`config.mk`:
```
export PLATFORM = sky130hd
export DESIGN_NAME = clk_div_monitor
export DESIGN_NICKNAME = d
export VERILOG_FILES = /design/src/rtl/clk_mon_pkg.sv /design/src/rtl/clk_mon_edge.sv /design/src/rtl/clk_div_monitor.sv
export SDC_FILE = /design/constraint.sdc
export NUM_CORES = 1
export LEC_CHECK = 0
export CORE_ASPECT_RATIO = 1.1
export CORE_MARGIN = 1
export CORE_UTILIZATION = 40
export DETAILED_ROUTE_END_ITERATION = 10
export GPL_TIMING_DRIVEN = 0
export SLEW_MARGIN = 20
export SYNTH_ARGS = -nofsm -noshare
export SYNTH_HDL_FRONTEND = slang
export SYNTH_SLANG_ARGS = --single-unit
```
`constraint.sdc`:
```
create_clock -name clk -period 2.55 [get_ports clk]
set_clock_uncertainty 0.2 [all_clocks]
set_input_delay 0.51 -clock clk [delete_from_list [all_inputs] [get_ports clk]]
set_output_delay 0.51 -clock clk [all_outputs]
set_load 0.1 [all_outputs]
```
`src/rtl/clk_mon_pkg.sv`:
```
// Shared types and constants for the divider-chain clock monitor.
package clk_mon_pkg;

  localparam int unsigned CNT_W_DEFAULT = 8;
  localparam logic [7:0]  ERR_MAX       = 8'hFF;

  typedef enum logic [1:0] {
    StIdle,
    StArm,
    StMeasure
  } mon_state_e;

endpackage

```
`src/rtl/clk_mon_edge.sv`:
```
// Two-flop synchronizer plus delay flop; flags the first synchronized-high cycle.
module clk_mon_edge (
  input  logic clk,
  input  logic reset,
  input  logic sig_in,
  output logic sig_s,
  output logic rise
);

  logic sync1_q, sync2_q, dly_q;

  always_ff @(posedge clk or posedge reset) begin
    if (reset) begin
      sync1_q <= 1'b0;
      sync2_q <= 1'b0;
      dly_q   <= 1'b0;
    end else begin
      sync1_q <= sig_in;
      sync2_q <= sync1_q;
      dly_q   <= sync2_q;
    end
  end

  assign sig_s = sync2_q;
  assign rise  = sync2_q & ~dly_q;

endmodule

```
`src/rtl/clk_div_monitor.sv`:
```
// Measures period and high time of a divider output in clk cycles and
// checks them against programmed expectations, tracking lock and errors.
module clk_div_monitor
  import clk_mon_pkg::*;
#(
  parameter int unsigned CNT_W      = CNT_W_DEFAULT,
  parameter int unsigned LOCK_COUNT = 4
) (
  input  logic             clk,
  input  logic             reset,
  input  logic             sig_in,
  input  logic             en,
  input  logic [CNT_W-1:0] exp_period,
  input  logic [CNT_W-1:0] exp_high,
  output logic             meas_valid,
  output logic [CNT_W-1:0] period,
  output logic [CNT_W-1:0] high_time,
  output logic             mismatch,
  output logic             locked,
  output logic [7:0]       err_count
);

  localparam int unsigned MatchW = $clog2(LOCK_COUNT + 1);
  localparam logic [MatchW-1:0] LockMax = MatchW'(LOCK_COUNT);

  mon_state_e        state_q;
  logic [CNT_W-1:0]  period_cnt_q, high_cnt_q;
  logic [MatchW-1:0] match_cnt_q, match_cnt_d;
  logic              sig_s, rise, is_match;

  clk_mon_edge u_edge (
    .clk    (clk),
    .reset  (reset),
    .sig_in (sig_in),
    .sig_s  (sig_s),
    .rise   (rise)
  );

  always_comb begin
    is_match    = (period_cnt_q == exp_period) && (high_cnt_q == exp_high);
    match_cnt_d = (match_cnt_q == LockMax) ? LockMax : match_cnt_q + 1'b1;
  end

  always_ff @(posedge clk or posedge reset) begin
    if (reset) begin
      state_q      <= StIdle;
      period_cnt_q <= '0;
      high_cnt_q   <= '0;
      match_cnt_q  <= '0;
      meas_valid   <= 1'b0;
      mismatch     <= 1'b0;
      period       <= '0;
      high_time    <= '0;
      locked       <= 1'b0;
      err_count    <= '0;
    end else begin
      meas_valid <= 1'b0;
      mismatch   <= 1'b0;
      if (!en) begin
        state_q      <= StIdle;
        period_cnt_q <= '0;
        high_cnt_q   <= '0;
        match_cnt_q  <= '0;
        locked       <= 1'b0;
      end else begin
        unique case (state_q)
          StIdle: state_q <= StArm;
          StArm: begin
            // The arming rise only starts the counters; it is not a measurement.
            if (rise) begin
              state_q      <= StMeasure;
              period_cnt_q <= CNT_W'(1);
              high_cnt_q   <= CNT_W'(1);
            end
          end
          StMeasure: begin
            if (rise) begin
              meas_valid   <= 1'b1;
              period       <= period_cnt_q;
              high_time    <= high_cnt_q;
              period_cnt_q <= CNT_W'(1);
              high_cnt_q   <= CNT_W'(1);
              if (is_match) begin
                match_cnt_q <= match_cnt_d;
                if (match_cnt_d == LockMax) locked <= 1'b1;
              end else begin
                mismatch    <= 1'b1;
                match_cnt_q <= '0;
                locked      <= 1'b0;
                if (err_count != ERR_MAX) err_count <= err_count + 1'b1;
              end
            end else if (period_cnt_q == '1) begin
              // No rise before the counter saturates: report and re-arm.
              state_q      <= StArm;
              mismatch     <= 1'b1;
              locked       <= 1'b0;
              match_cnt_q  <= '0;
              period_cnt_q <= '0;
              high_cnt_q   <= '0;
              if (err_count != ERR_MAX) err_count <= err_count + 1'b1;
            end else begin
              period_cnt_q <= period_cnt_q + 1'b1;
              if (sig_s) high_cnt_q <= high_cnt_q + 1'b1;
            end
          end
          default: state_q <= StIdle;
        endcase
      end
    end
  end

endmodule

```
* Word-level counts from Yosys, hierarchy flattened *
Cells that the tools add are included.

storage, ports and cells
  bits in registers = 51
  input port bits = 20
  word-level logic and storage cells = 85

cells by class
  $add $sub $neg = 4
  equal/unequal tests = 17
  mux-type cells = 39
  bitwise logic cells = 2
  reduce and logical (&&, ||, !) cells = 10

operators by type and width
  operator                                                         number
  8-bit two-way mux                                                12
  8-bit case mux with 2 select lines                               2
  8-bit by 1-bit adder with 8-bit output, second input constant    3
  3-bit two-way mux                                                6
  8-bit == test                                                    2
  1-bit two-way mux                                                14
  3-bit AND reduction                                              4
  3-bit != test, second input constant                             3
  8-bit == test, second input constant                             1
  2-bit two-way mux                                                4
  8-bit != test, second input constant                             1
  3-bit == test, second input constant                             2
  3-bit by 1-bit != test with 1-bit output, second input constant  2
  2-bit case mux with 3 select lines                               1
  5-bit by 4-bit != test with 1-bit output, second input constant  1
  4-bit by 3-bit != test with 1-bit output, second input constant  1
  2-bit AND reduction                                              2
  4-bit AND reduction                                              1
  3-bit by 1-bit adder with 3-bit output, second input constant    1
  2-bit by 1-bit == test with 1-bit output, second input constant  1
  2-bit == test, second input constant                             1
  2-bit zero test                                                  1
  2-bit by 1-bit != test with 1-bit output, second input constant  1
  2-bit != test, second input constant                             1
  4 further kinds                                                  4

* Depth between registers and ports, before layout *
  depth after elaboration = 8
  mapped depth = 7
  mapped depth without buffers = 6

* Hierarchy *
A second synthesis with hierarchy kept.

second synthesis, totals
  cells, all modules = 248
  area total of the unflattened synthesis = 2612.5 µm²

by module, submodules not included
  module           instances  cells each  area each (µm²)  sequential area each (µm²)
  clk_div_monitor  1          243         2519.9           1201.2
  clk_mon_edge     1          5           92.6             75.1

* Least setup slack after synthesis *
Ideal clock, no wire load.

  kind = flip-flop to flip-flop
  start = reg err_count[0]
  end = reg err_count[1]
  library setup time = 0.126 ns
  data arrival time = 2.204 ns
  required time = 2.224 ns
  path slack = 0.021 ns
  cell stages (with the launch flop) = 7
  clock period less this slack = 2.529 ns
  path through = dfrtp_1 ha_1 nand3_1 nor2_1 and3_1 a211oi_1 mux2_2

on the way
  word-level cells in the longest chain between the ends = 4
  elaborated cells on any way between the ends = 6

ends and longest elaborated chain
  element                                                                         RTL line                                       text
  start, declared                                                                 clk_div_monitor.sv:20                          output logic [7:0] err_count
  start signal, assigned                                                          clk_div_monitor.sv:90                          if (err_count != ERR_MAX) err_count <= err_count + 1'b1;
  start signal, assigned                                                          clk_div_monitor.sv:100                         if (err_count != ERR_MAX) err_count <= err_count + 1'b1;
  8-bit by 1-bit adder with 8-bit output / 8-bit != test (equally long branches)  clk_div_monitor.sv:90, clk_div_monitor.sv:100
  8-bit two-way mux *                                                             clk_div_monitor.sv:90, clk_div_monitor.sv:100
  8-bit two-way mux (on tied branches)                                            clk_div_monitor.sv:92, clk_div_monitor.sv:83
  8-bit two-way mux *                                                             clk_div_monitor.sv:77                          if (rise) begin

Every way passes the cells marked *; elsewhere a longest branch is shown, timed or not. The select of a mux whose other input is x is not followed.
A chain may end at the register's enable or synchronous reset.

* Final worst setup path *
  start = reg high_time[1]
  end = out high_time[1]

RTL lines
  element                 RTL line               text
  start, declared         clk_div_monitor.sv:17  output logic [CNT_W-1:0] high_time,
  start signal, assigned  clk_div_monitor.sv:80  high_time <= high_cnt_q;

No word-level cell between the ends.

==> impl_metrics.toml <==
[final_layout]
register_area_mm2 = 0.00128
area_growth_pct = 25.5
fillers = 597
diodes = 0
fin_util_pct = 51.9
multi_input_area_mm2 = 0.00136
drive_gt1_share_pct = 15.4
num-nets-final = 330

[timing]
relSlewSlack_pct = 34.6
fmax_mhz = 400
rsz0062_at_grt = "false"
max_slew.worst_pin.slew_ns = 0.978
setup_viol = 0
slew_viol_final = 0
fin_ws_ns = 0.0530
hold_viol = 0
finalCriticalPeriod_ns = 2.50
hold-worst-slack_ns = 0.152
min_period_over_period_pct = 97.9

[logic_synthesis]
netlist_area_mm2 = 0.00271
ys_types = 51
netlist_instances = 252
async_reset_ff_share_pct = 100
ys_seq_area_share_pct = 47.1
synth_top_family_by_area = "simple AND/OR/NAND/NOR gates"
synthMuxAreaShare_pct = 9.52
synth_edf_count = 0
synth_nets = 277
synth-xor-area-share_pct = 5.82
synth.ff_latch_count = 51
yosysWarningCount = 0
synth_ff_type = "dfrtp_1"
synth-compound-area-share_pct = 14.8
synth_adder_area_share_pct = 2.31
syn_avg_cell_area_um2 = 10.7
yosys.area_share.simple_pct = 17.7

[placement]
dp_slack_ns = -0.229
numPortBuffers = 46
hpwl_um = 4090
gp_congestion = 0.763

[clock_tree]
clock_latency_ns = 0.31
cts_tree = "done"
numCtsBuffers = 5
post_cts_buffers = 0
clock-sinks = 51
clk_pin_slew_worst_paths_ns = 0.09
htree_levels = 2
clockRootBuffer = "clkbuf_8"
cts_max_path_buffers = 2

[setup_path]
cp_num_buf_inv = 1
reg2reg_depth = 6
crit-reg2reg-launch = "period_cnt_q[3]$_DFFE_PP0P_"
worstPathMaxFanout = 2
startpoint = "high_time[1]$_DFFE_PP0N_"
path_cells = "clkdlybuf4s50_1"
critical-path-slowest-cell = "clkdlybuf4s50_1"
rrSetupSlack_ns = 0.27
cp_data_required_time_ns = 1.84
cp-endpoint = "high_time[1]"
startpoint_type = "flip-flop"
cp_top_family = "buffers and inverters"
path_depth = 1
worstPathArrival_ns = 1.79
reg2reg_to = "err_count[6]$_DFFE_PP0P_"
crit_type = "flip-flop to primary output"
max_stage_delay_ns = 1.13
endpoint_kind = "primary output"

[detailed_routing]
routedWlPerCell_um = 15.0
vias = 2053
drtAntennaViolNets = 0
drt_first_iter_violations = 129
routed_via_density = 5.29
post-route-drc-count = 0
dr.pass1.iters = 4
drt_wl_total_um = 5820

[floorplanning]
dieArea_mm2 = 0.00711
rows = 31
coreArea_mm2 = 0.00656
die_y_um = 88.3
ioPinCount = 47
die-width_um = 80.5
initial_utilization_pct = 41.3

[global_routing]
first_global_vias = 1945
grt_pass1_wl_um = 9650
busiest_layer = "met2"
grt_max_degree = 52
grt_overflow = 0
grt_usage_pct = 17.9
use_met3_pct = 3.20
use_met2_pct = 28.6
met1_usage_pct = 24.5
antenna_found_initial = 0

[hold_path]
hold_class = "flip-flop to flip-flop"
hold_depth = 0

[power_and_ir_drop]
p_leak_nw = 1.74
irDropWorstVdd_v = 0.000242
power_density_mw_per_mm2 = 443
p_total_mw = 1.51

[run]
cap_violations = 0

[status]
status = "complete, no violations"
## stage by stage
| stage | cell area, µm² | TNS (ns) | cells |
|---|---|---|---|
| after detailed placement | 3270 | -3.60 | 380 |
| final | 3400 | 0 | 388 |
| after CTS | 3360 | 0 | 388 |
| after global placement | 3270 | -27.34 | 380 |
| after global routing | 3400 | 0 | 388 |
| after floorplan | 2710 | 0 | 252 |
## repair_timing
item | in CTS | in global routing
endpoints found under the setup margin | 8 | 17
hold buffers | 0 | 0
endpoints found under the hold margin | 0 | 0
pin swaps | 0 | 0
gates resized for setup | 8 | 16
## cell usage after synthesis, drive strengths merged (6+ instances only)
cell / number / area [µm²]
inv: 7 / 26.3
nand3: 11 / 60.1
nand2: 25 / 96.4
buf: 6 / 45.0
and3: 7 / 43.8
a211oi: 6 / 45.0
nor2: 12 / 52.6
mux2: 22 / 248
dfrtp: 51 / 1280
xnor2: 13 / 114
o21ai: 24 / 131
## logic make-up (layout without fill, tap and decap cells)
kind of cell | count (synthesis) | count (layout)
AOI/OAI and AO/OA | 58 | 58
xor gates and xnor gates | 18 | 18
buffers and inverters | 14 | 68
adders and majority gates | 5 | 5
and+or+nand+nor | 83 | 83
DFF | 51 | 51
muxes | 23 | 23
## sequential cells by signal, summed over array words and instances (netlist names), 2 cells and up
name,flops
err_count,8
high_cnt_q,8
high_time,8
period,8
period_cnt_q,8
match_cnt_q,3
state_q,2
## area by class of cell
type | count | area share (%)
Sequential cell | 51 | 37.5
Timing Repair Buffer | 46 | 14.3
Buffer | 7 | 1.43
Clock buffer | 6 | 2.43
Multi-Input combinational cell | 187 | 39.9
Tap cell | 82 | 3.02
Clock inverter | 2 | 0.478
Inverter | 7 | 0.846
## routing by layer
layer	up-vias	share of wire, %
li1	1021	-
met1	989	49
met2	39	47
met3	4	3.4
met4	0	0.95
met5	-	0
## worst min-delay path by stage
stage	startpoint	slack, ns	to
after floorplan	u_edge.sync1_q$_DFF_PP0_	0.13	u_edge.sig_s$_DFF_PP0_
after global placement	u_edge.sync1_q$_DFF_PP0_	0.13	u_edge.sig_s$_DFF_PP0_
after detailed placement	u_edge.sync1_q$_DFF_PP0_	0.14	u_edge.sig_s$_DFF_PP0_
after CTS	u_edge.sync1_q$_DFF_PP0_	0.16	u_edge.sig_s$_DFF_PP0_
after global routing	u_edge.sync1_q$_DFF_PP0_	0.18	u_edge.sig_s$_DFF_PP0_
final	u_edge.sync1_q$_DFF_PP0_	0.15	u_edge.sig_s$_DFF_PP0_
## power breakdown
group | switching, mW | internal, mW | leakage (nW)
clock network | 0.280 | 0.222 | 0.0474
logic | 0.108 | 0.0615 | 0.988
registers | 0.0147 | 0.821 | 0.702
total | 0.403 | 1.10 | 1.74
## cell usage in the layout (no fill, tap or decap), drive strengths merged, types with 2 or more instances in the layout
cell / count
xnor2: 13
ha: 5
a211oi: 6
and2: 4
inv: 7
or4: 2
clkdlybuf4s50: 23
dlygate4sd2: 8
and3: 7
buf: 6
o31ai: 4
a21boi: 3
clkbuf: 7
nand2b: 5
xor2: 5
nor4: 2
a21oi: 4
nand2: 25
a2111o: 4
o21ai: 24
o22ai: 3
mux2: 22
nor2: 12
nand4: 4
nand3: 11
dfrtp: 51
dlymetal6s2s: 15
nor2b: 4
Power figures use the tool's default switching activity.
